## src/rtl/seg_pkg.sv

```systemverilog
// Shared constants for the seven-segment display controller: blank pattern,
// hex decode table (active-low, bit order g..a) and counter width helper.
package seg_pkg;

  localparam logic [6:0] SEG_BLANK = 7'h7F;

  // Entry n is the active-low g..a pattern for hex digit n.
  localparam logic [15:0][6:0] SEG_LUT = {
    7'h0E, 7'h04, 7'h21, 7'h46,   // F E D C
    7'h03, 7'h08, 7'h10, 7'h00,   // B A 9 8
    7'h78, 7'h02, 7'h12, 7'h19,   // 7 6 5 4
    7'h30, 7'h24, 7'h79, 7'h40    // 3 2 1 0
  };

  // Bits needed for a counter running 0..n-1 (at least one bit).
  function automatic int cnt_w(input int n);
    return (n <= 2) ? 1 : $clog2(n);
  endfunction

endpackage

```

## src/rtl/seven_seg_dec.sv

```systemverilog
// Combinational hex nibble to active-low seven-segment pattern.
module seven_seg_dec (
  input  logic [3:0] i_nib,
  output logic [6:0] o_seg
);
  import seg_pkg::*;

  assign o_seg = SEG_LUT[i_nib];

endmodule

```

## src/rtl/seg_display_ctrl.sv

```systemverilog
// N-digit seven-segment controller: latches a hex value on load, decodes
// every digit into registered parallel segments with leading-zero
// suppression and per-digit blink, and scans one digit at a time onto a
// shared segment bus.
module seg_display_ctrl #(
  parameter int NDIGITS   = 6,
  parameter int BLINK_DIV = 25_000_000,
  parameter int SCAN_DIV  = 50_000
) (
  input  logic                   i_clk,
  input  logic                   i_rst,
  input  logic [4*NDIGITS-1:0]   i_data_in,
  input  logic                   i_load,
  input  logic                   i_blank_lz,
  input  logic [NDIGITS-1:0]     i_blink_en,
  output logic [7*NDIGITS-1:0]   o_hex,
  output logic [6:0]             o_seg,
  output logic [NDIGITS-1:0]     o_an,
  output logic [3:0]             o_upd_cnt
);
  import seg_pkg::*;

  localparam int BW = cnt_w(BLINK_DIV);
  localparam int SW = cnt_w(SCAN_DIV);
  localparam int IW = (NDIGITS > 1) ? $clog2(NDIGITS) : 1;

  localparam logic [BW-1:0]      BLINK_TC = BW'(BLINK_DIV - 1);
  localparam logic [SW-1:0]      SCAN_TC  = SW'(SCAN_DIV - 1);
  localparam logic [IW-1:0]      IDX_LAST = IW'(NDIGITS - 1);
  localparam logic [NDIGITS-1:0] AN_ONE   = NDIGITS'(1);

  logic [4*NDIGITS-1:0]        r_data_q;
  logic [3:0]                  r_upd_cnt;
  logic [BW-1:0]               r_bpre;
  logic                        r_blink_ph;
  logic [SW-1:0]               r_spre;
  logic [IW-1:0]               r_idx;
  logic [NDIGITS-1:0][6:0]     r_hex;
  logic [6:0]                  r_seg;
  logic [NDIGITS-1:0]          r_an;

  logic                        w_bpre_tc;
  logic                        w_blink_ph_nxt;
  logic                        w_spre_tc;
  logic [NDIGITS-1:0][6:0]     w_dec;
  logic [NDIGITS-1:0]          w_zero;
  logic [NDIGITS-1:0]          w_lz;
  logic [NDIGITS-1:0][6:0]     w_hex_nxt;

  assign w_bpre_tc = (r_bpre == BLINK_TC);
  assign w_spre_tc = (r_spre == SCAN_TC);
  // Blanking uses the phase being entered this edge so hex tracks blink_ph.
  assign w_blink_ph_nxt = r_blink_ph ^ w_bpre_tc;

  // Input latch and accepted-load counter; rst wins over a coincident load.
  always_ff @(posedge i_clk) begin
    if (i_rst) begin
      r_data_q  <= '0;
      r_upd_cnt <= '0;
    end else if (i_load) begin
      r_data_q  <= i_data_in;
      r_upd_cnt <= r_upd_cnt + 4'd1;
    end
  end

  // Blink prescaler; phase flips on terminal count.
  always_ff @(posedge i_clk) begin
    if (i_rst) begin
      r_bpre     <= '0;
      r_blink_ph <= 1'b0;
    end else begin
      r_bpre     <= w_bpre_tc ? '0 : r_bpre + 1'b1;
      r_blink_ph <= w_blink_ph_nxt;
    end
  end

  // Scan prescaler and digit index; index wraps after the top digit.
  always_ff @(posedge i_clk) begin
    if (i_rst) begin
      r_spre <= '0;
      r_idx  <= '0;
    end else begin
      r_spre <= w_spre_tc ? '0 : r_spre + 1'b1;
      if (w_spre_tc)
        r_idx <= (r_idx == IDX_LAST) ? '0 : r_idx + 1'b1;
    end
  end

  // Per-digit decoders and zero detect.
  for (genvar g = 0; g < NDIGITS; g++) begin : g_dig
    seven_seg_dec u_dec (
      .i_nib (r_data_q[4*g +: 4]),
      .o_seg (w_dec[g])
    );
    assign w_zero[g] = (r_data_q[4*g +: 4] == 4'd0);
  end

  // Leading-zero chain from the MSB down; digit 0 is never a leading zero.
  always_comb begin
    logic run;
    w_lz = '0;
    run  = 1'b1;
    for (int i = NDIGITS - 1; i >= 1; i--) begin
      run     = run & w_zero[i];
      w_lz[i] = run;
    end
  end

  // Next parallel pattern: blink blanking overrides everything else.
  always_comb begin
    w_hex_nxt = '0;
    for (int i = 0; i < NDIGITS; i++) begin
      if (i_blink_en[i] && w_blink_ph_nxt)
        w_hex_nxt[i] = SEG_BLANK;
      else if (i_blank_lz && w_lz[i])
        w_hex_nxt[i] = SEG_BLANK;
      else
        w_hex_nxt[i] = w_dec[i];
    end
  end

  // Output registers; seg and an both come from idx so they switch together.
  always_ff @(posedge i_clk) begin
    if (i_rst) begin
      r_hex <= {NDIGITS{SEG_BLANK}};
      r_seg <= SEG_BLANK;
      r_an  <= '1;
    end else begin
      r_hex <= w_hex_nxt;
      r_seg <= r_hex[r_idx];
      r_an  <= ~(AN_ONE << r_idx);
    end
  end

  assign o_hex     = r_hex;
  assign o_seg     = r_seg;
  assign o_an      = r_an;
  assign o_upd_cnt = r_upd_cnt;

endmodule

```

## config.mk

```make
export PLATFORM = sky130hd
export DESIGN_NAME = seg_display_ctrl
export DESIGN_NICKNAME = d
export VERILOG_FILES = /design/src/rtl/seg_pkg.sv /design/src/rtl/seven_seg_dec.sv /design/src/rtl/seg_display_ctrl.sv
export SDC_FILE = /design/constraint.sdc
export NUM_CORES = 1
export LEC_CHECK = 0
export ABC_AREA = 1
export BUFFER_PORTS_ARGS = -buffer_cell sky130_fd_sc_hd__buf_2
export CAP_MARGIN = 25
export CORE_MARGIN = 3
export CORE_UTILIZATION = 47
export DETAILED_ROUTE_END_ITERATION = 8
export PLACE_DENSITY = 0.68
export SETUP_SLACK_MARGIN = 0.05
export SKIP_LAST_GASP = 1
export SYNTH_ARGS = -nofsm -noshare
export SYNTH_HDL_FRONTEND = slang
export SYNTH_SLANG_ARGS = --single-unit
```

## constraint.sdc

```tcl
create_clock -name i_clk -period 3.6 [get_ports i_clk]
set_clock_uncertainty 0.2 [all_clocks]
set_input_delay 0.72 -clock i_clk [delete_from_list [all_inputs] [get_ports i_clk]]
set_output_delay 0.72 -clock i_clk [all_outputs]
set_load 0.02 [all_outputs]
```

==> summary.md, run 1 <==
| Metric | Value |
|---|---|
| VDD IR max | 350 uV |
| Status | complete, no violations |
| Post-Route WL | 15.4 mm |
| Wire per inst | 13.5 um |
| Post-route clock period utilization | 57.6% |
| Highest clock rate | 0.482 GHz |
| Area added between synthesis and finish | 18.8% |
| CP arrival | 2.15 ns |
| Hold Crit Class | flip-flop to flip-flop |
| Setup_tns | 0 ns |
| Final setup margin | 1.53 ns |
| GRT Overall Usage | 21.7% |
| FF-to-FF path depth | 8 |
| H-tree depth | 4 |
| Reg-to-reg slack, setup | 1.53 ns |
| Post-CTS setup buffer count | 0 |
| Yosys top cell area share | 40.1% |
| RSZ-0062 raised after global routing | false |
| Number of remaining DRC errors | 0 |
| Kind of critical path | flip-flop to flip-flop |
| Initial antenna violation count | 0 |
| Die Footprint | 15000 um^2 |
| Synth warn | 0 |
| Routed Antenna Nets | 0 |
| Nets | 1023 |
| Final Critical Period | 2.07 ns |
| Clock network latency to the later pin of the worst-skew pair | 0.42 ns |
| Clk pin slew, worst setup/hold paths | 0.06 ns |
| Area contributors post-synth | dfxtp_1, nand2_1, ha_1 |
| Largest net degree at the start of global routing | 37 |
| Final hold violations | 0 |
| Pleak | 0.00320 uW |
| Post-synth ARST share | 0% |
| TritonCTS Sinks | 128 |
| Inserted Clock Buffers | 17 |
| Pwr dens | 504 nW/um^2 |
| Crit. Startpoint | r_bpre[0] |
| CTS tree | built |
| Number of synthesized register bits | 128 |
| Share of cells above drive strength 1 | 16.1% |
| GPL Wtd Cong | 0.898 |
| Placeable core area | 12900 um^2 |
| Antenna Cells | 0 |
| Most common flop cell mapped by yosys | dfxtp_1 |
| Detailed-router iteration count before antenna repair | 5 |
| Initial Util | 49.4% |
| Initial DRC count | 340 |
| Die height | 123 um |
| Critical Path End Type | flip-flop |
| Worst Path Max Fanout | 25 |
| DP HPWL | 11.7 mm |
| Post-synth EDFFs | 0 |
| PortBufs | 92 |
| Pin slew with the least headroom to its limit | 1.03 ns |
| # hold bufs at CTS | 0 |
| CTS Root Cell | clkbuf_16 |
| Ports | 93 |
| Critical Path RT | 3.68 ns |
| Std-Cell Rows | 41 |
| Number of global-route vias before repair | 5370 |
| Post-cts resize count | 0 |
| Final setup fails | 0 |
| Slew Limit Fails | 0 |
| Sequential fraction of the synthesis area | 40.1% |
| First-pass GRT wire length | 25.5 mm |
| CP Launch Type | flip-flop |
| Relative slew slack | 31.0% |
| Grt total ovfl | 0 |
| Total of max-cap violations | 0 |
| Post-Syn Area per Cell | 7.40 um^2 |
| Clock Path Buffers | 2 |
| Worst r2r src | r_bpre[0] |
| Worst slack at placement | 1.30 ns |
| Critical Path Sink | r_bpre[19] |
| Mapped Area | 6380 um^2 |
| Leading area contributor after synthesis | dfxtp_1 |
| Chip width | 123 um |
| Vias per inst | 5.10 |
| # fillers | 1270 |
| Syn_nets | 932 |
| Unique masters post-synth | 40 |
| Post-synthesis cell count | 863 |
| RR Endpoint | r_bpre[19] |
| Total number of vias | 5807 |
[sequential cells by signal, indices dropped and copies added, names as in the netlist]
| signal | cells |
|---|---|
| o_seg | 7 |
| r_spre | 16 |
| o_an | 6 |
| r_idx | 3 |
| o_hex | 42 |
| r_blink_ph | 1 |
| r_bpre | 25 |
| o_upd_cnt | 4 |
| r_data_q | 24 |
[cell type report]
| class | count | area (um^2) | area share, % |
|---|---|---|---|
| Clock buffer | 23 | 478 | 6.30 |
| Clock inverter | 9 | 131 | 1.73 |
| Inverter | 93 | 350 | 4.62 |
| Multi-Input combinational cell | 620 | 3370 | 44.5 |
| Sequential cell | 128 | 2560 | 33.8 |
| Tap cell | 172 | 215 | 2.84 |
| Timing Repair Buffer | 94 | 475 | 6.27 |
[cells in the mapped netlist (2+ instances only)]
master and n:
a211oi_1 5, nand3_2 10, o22ai_1 3, nand2_1 165
nand3_4 6, inv_1 89, nand2_4 2, xnor2_1 7
buf_1 3, o221ai_1 2, ha_1 35, nor3_1 11
buf_2 3, clkbuf_1 13, nand4_1 7, a21oi_1 68
clkinv_1 2, buf_4 3, xor2_1 6, o21ai_0 79
nor2_1 102, or2_2 4, nand2_2 2, nor2_2 3
nand3b_1 5, dfxtp_1 128, and3_1 2, nand3_1 74
a32oi_1 7, a22o_1 7
[stage by stage]
step                hold slack (ns)  std cells  total power, uW  instance area [um^2]  util (%)
floorplan                     0.217        863             1920                  6380         -
global placement              0.231       1107             2100                  6980      54.0
detailed placement            0.239       1107             2100                  6980      54.0
CTS                           0.248       1139             3850                  7590      58.7
global route                  0.266       1139             4000                  7590      58.7
finish                        0.245       1139             3830                  7590      58.7
[worst max-delay path, stage by stage, from the launching register on]
cell and delay, ns:
dfxtp_1 0.35, ha_1 0.29, nand3_2 0.19, clkinv_2 0.12, nand2_4 0.07, nor2_8 0.14
nand2_4 0.08, nand2_2 0.39, a21oi_1 0.10
[routing by layer]
| metal | up-vias | track usage, % | routed length [um] |
|---|---|---|---|
| li1 | 3049 | - | - |
| met1 | 2594 | 27.6 | 7030 |
| met2 | 138 | 35.1 | 7190 |
| met3 | 26 | 4.65 | 718 |
| met4 | 0 | 9.87 | 425 |
| met5 | - | 0 | 0 |
[logic make-up (layout without fill, tap and decap cells)]
logic type               after synthesis  in the layout  synth area share (%)
AO/OA/AOI/OAI                        174            174                  14.9
XOR/XNOR                              13             13                  1.78
adder cells (fa/ha/maj)               35             35                  6.86
buffers and inverters                115            219                  7.02
flip-flops                           128            128                  40.1
AND/OR/NAND/NOR                      398            398                  29.3
[worst min-delay path by stage]
stage	start	endpoint	slack (ns)	cells after the start
floorplan	r_bpre[0]	r_bpre[0]	0.22	1
global placement	r_spre[0]	r_spre[0]	0.23	1
finish	r_spre[0]	r_spre[0]	0.24	1
detailed placement	r_bpre[0]	r_bpre[0]	0.24	1
global route	r_bpre[0]	r_bpre[0]	0.27	1
CTS	r_bpre[0]	r_bpre[0]	0.25	1
[cell usage in the layout (no fill, tap or decap), types with 4 or more instances in the layout]
master and n:
ha_1 35, or2_2 4, buf_2 92, a21oi_1 68, nand4_1 7, o21ai_0 79
a32oi_1 7, nand3_1 74, nand2_1 165, nor3_1 11, a211oi_1 5, nand3_4 6
nand3b_1 5, nor2_1 102, clkbuf_16 17, inv_1 88, dfxtp_1 128, xnor2_1 7
a22o_1 7, xor2_1 6, nand3_2 10
[power breakdown]
group          internal (uW)  total, uW  switching [uW]  leakage, uW
registers               1520       1610            89.1      0.00106
logic                    166        463             298      0.00185
clock network           1140       1760             615     0.000289
Note: power is estimated with default switching activity, not from simulation.
==> run 2, diff against run 1 <==
--- a/config.mk
+++ b/config.mk
@@ -5,13 +5,13 @@
 export SDC_FILE = /design/constraint.sdc
 export NUM_CORES = 1
 export LEC_CHECK = 0
-export ABC_AREA = 1
+export ABC_AREA = 0
 export BUFFER_PORTS_ARGS = -buffer_cell sky130_fd_sc_hd__buf_2
 export CAP_MARGIN = 25
 export CORE_MARGIN = 3
 export CORE_UTILIZATION = 47
 export DETAILED_ROUTE_END_ITERATION = 8
-export PLACE_DENSITY = 0.68
+export PLACE_DENSITY = 0.7
 export SETUP_SLACK_MARGIN = 0.05
 export SKIP_LAST_GASP = 1
 export SYNTH_ARGS = -nofsm -noshare
==> constraint.sdc (replaced) <==
create_clock -name i_clk -period 1.8 [get_ports i_clk]
set_clock_uncertainty 0.2 [all_clocks]
set_input_delay 0.36 -clock i_clk [delete_from_list [all_inputs] [get_ports i_clk]]
set_output_delay 0.36 -clock i_clk [all_outputs]
set_load 0.02 [all_outputs]
==> summary.md, run 2 <==
| Metric | Value |
|---|---|
| CP Launch Type | flip-flop |
| CTS Root Cell | clkbuf_16 |
| Crit. path cell count | 7 (-1) |
| Number of synthesized register bits | 128 (unchanged) |
| Post-synth EDFFs | 0 (unchanged) |
| PortBufs | 92 (unchanged) |
| Inserted Clock Buffers | 17 (unchanged) |
| Antenna Cells | 0 (unchanged) |
| Pleak | 0.00362 uW (+13%) |
| Initial DRC count | 357 (+5.0%) |
| Nets | 937 (-8.4%) |
| Clock Path Buffers | 2 (unchanged) |
| Vias per inst | 5.26 (+3.2%) |
| Highest clock rate | 0.455 GHz (-5.8%) |
| Post-route clock period utilization | 122% (+65 points) |
| Max FFs per register | 42 (unchanged) |
| CTS tree | built |
| Std-Cell Rows | 41 (unchanged) |
| Mapped Area | 6250 um^2 (-2.2%) |
| RSZ-0062 raised after global routing | true |
| GPL Wtd Cong | 0.917 (+2.2%) |
| Syn_nets | 755 (-19%) |
| Total number of vias | 5537 (-4.6%) |
| Most frequent cells in the layout | dfxtp_1, nor2_1, buf_2 |
| Leading area contributor after synthesis | dfxtp_1 |
| H-tree depth | 4 (unchanged) |
| Unique masters post-synth | 58 (+45%) |
| CP max stage cell | or4b_4 |
| Pin slew with the least headroom to its limit | 0.525 ns (-0.506 ns) |
| Status | finished with violations |
| Critical Path End Type | flip-flop |
| Die Footprint | 14700 um^2 (-2.1%) |
| Die height | 121 um (-1.0%) |
| Initial Util | 48.7% (-0.69 points) |
| Final Instance Area | 8430 um^2 (+11%) |
| Post-synthesis cell count | 686 (-21%) |
| Routed Antenna Nets | 0 (unchanged) |
| Ports | 93 (unchanged) |
| Wire per inst | 15.4 um (+14%) |
| Hold path depth | 3 (+2) |
| Placeable core area | 12800 um^2 (-0.79%) |
| Commonest cells in the synthesized netlist | dfxtp_1, nor2_1, nand2_1 |
| CP arrival | 2.33 ns (+0.18 ns) |
| Non-Filler Instances | 1052 (-7.6%) |
| First-pass GRT wire length | 26.1 mm (+2.4%) |
| Worst slack at placement | -0.465 ns (-1.76 ns) |
| FF-to-FF path depth | 7 (-1) |
| Hold Crit Class | input pin to flip-flop |
| Final setup fails | 68 (+68) |
| Final hold slack | 0.00898 ns (-0.236 ns) |
| Commonest non-fill, non-tap cell in the layout | dfxtp_1 |
| Number of global-route vias before repair | 5430 (+1.1%) |
| VDD IR max | 678 uV (+94%) |
| Post-Route WL | 16.2 mm (+5.7%) |
| Kind of critical path | flip-flop to flip-flop |
| Worst Path Max Fanout | 7 (-72%) |
| Grt total ovfl | 0 (unchanged) |
| Clk pin slew, worst setup/hold paths | 0.05 ns (about the same) |
| TritonCTS Sinks | 128 (unchanged) |
| Initial antenna violation count | 0 (unchanged) |
| Placed Cells | 992 (-10%) |
| Number of remaining DRC errors | 0 (unchanged) |
| Critical path, cell by cell | or4b_4 -> nor4_4 -> buf_4 -> mux2i_4 -> nor4_4 -> buf_4 -> o211ai_1 |
| Post-Syn Area per Cell | 9.10 um^2 (+23%) |
| Detailed-router iteration count before antenna repair | 7 (+2) |
| Final hold violations | 0 (unchanged) |
| CP bufs+invs | 2 (+1) |
| Relative slew slack | 64.9% (+34 points) |
| Top-count cell post-synth | dfxtp_1 |
| Placed Area | 7420 um^2 (+6.3%) |
| Area added between synthesis and finish | 34.9% |
| Violated checks | negative setup slack |
| Post-synth ARST share | 0% (unchanged) |
| Most common flop cell mapped by yosys | dfxtp_1 |
| Final setup margin | -0.400 ns (-1.93 ns) |
| Largest net degree at the start of global routing | 29 (-22%) |
| Synth warn | 0 (unchanged) |
| Area contributors post-synth | dfxtp_1, ha_1, nor2_1 |
| Sequential fraction of the synthesis area | 41.0% (+0.89 points) |
| Total of max-cap violations | 0 (unchanged) |
| DP HPWL | 11.8 mm (+1.1%) |
| Pwr dens | 868 nW/um^2 (+72%) |
| Critical Path RT | 1.93 ns (-1.75 ns) |
| Top delay family on crit path | simple AND/OR/NAND/NOR gates |
| Final Critical Period | 2.20 ns (+0.127 ns) |
| CP max stage delay | 0.54 ns (+0.15 ns) |
| Slew Limit Fails | 0 (unchanged) |
| Chip width | 121 um (-1.0%) |
| Share of cells above drive strength 1 | 30.0% (+14 points) |
| GRT Overall Usage | 22.7% (+1.1 points) |
| Yosys top cell area share | 41.0% (+0.89 points) |
| Clock network latency to the later pin of the worst-skew pair | 0.42 ns (about the same) |
run 2: cell count changes after synthesis, moves of 9 or more:
cell      before  now
a21oi_1       68   19
and3_1         2   11
clkbuf_1      13   22
inv_1         89   27
mux2i_1        0   37
mux4_2         0   10
nand2_1      165   53
nand3_1       74   37
nand3_2       10    0
o21ai_0       79   30
xnor2_1        7   16
xor2_1         6   25
run 2: final timing paths:
check                      from            to  slack (ns)
hold / removal    i_data_in[22]  r_data_q[22]       0.009
setup / recovery      r_bpre[9]     o_hex[40]       -0.40
hold reg to reg       r_spre[0]     r_spre[0]        0.25
setup reg to reg      r_bpre[9]     o_hex[40]       -0.40
run 2: timing repair:
action | 4_1_cts | 5_1_grt
gates resized for setup | 14 | 20
buffers inserted | 4 | 2
hold buffers | 22 | 0
pin swaps | 1 | 6
endpoints found under the hold margin | 22 | 0
endpoints found under the setup margin | 69 | 88
cloned | 1 | 0
run 2: kinds of logic after synthesis:
family / after synthesis / share of synthesized area [%]
compound gates: 94 / 9.80
xor+xnor: 41 / 5.75
fa+ha+maj: 35 / 7.01
buf+inv: 61 / 4.07
flops: 128 / 41.0
mux: 48 / 9.72
simple gates: 279 / 22.6
run 2: power by group:
part           switching [uW]  internal (uW)  total [uW]  leakage [uW]
logic                     563            457        1020       0.00229
registers                 137           3000        3130       0.00106
clock network            1180           1980        3160      0.000273
run 2: cell type report:
| class | count | area [um^2] |
|---|---|---|
| clock buffer | 24 | 482 |
| clock inverter | 7 | 60.1 |
| fill | 1001 | 4400 |
| inverter | 28 | 105 |
| multi-input combinational | 497 | 3600 |
| sequential | 128 | 2570 |
| tap | 172 | 215 |
| timing repair buffer | 196 | 1390 |
run 2: worst register-to-register path: cells and delay by family, from the launching register on:
family	cells	cell delay (ns)
DFF	1	0.31
AOI/OAI and AO/OA	1	0.09
and+or+nand+nor	3	0.91
buffers and inverters	2	0.37
muxes	1	0.24
run 2: through the flow:
| step | total power [uW] | TNS, ns | util, % |
|---|---|---|---|
| after global placement | 4090 | -19.44 | 57.8 |
| after floorplan | 3750 | -11.79 | - |
| after detailed placement | 4130 | -21.83 | 57.8 |
| final | 7320 | -21.89 | 65.7 |
| after CTS | 7340 | -20.86 | 64.9 |
| after global routing | 7620 | -26.80 | 65.7 |
run 2: per-layer routing:
layer  vias up  share of wire (%)  wire, um  track usage, %
met5         -                  0         0               0
met1      2605                 43      6920            27.6
met3        33                5.6       903            6.43
met4         0                2.2       363            8.26
li1       2750                  -         -               -
met2       149                 50      8060            38.4
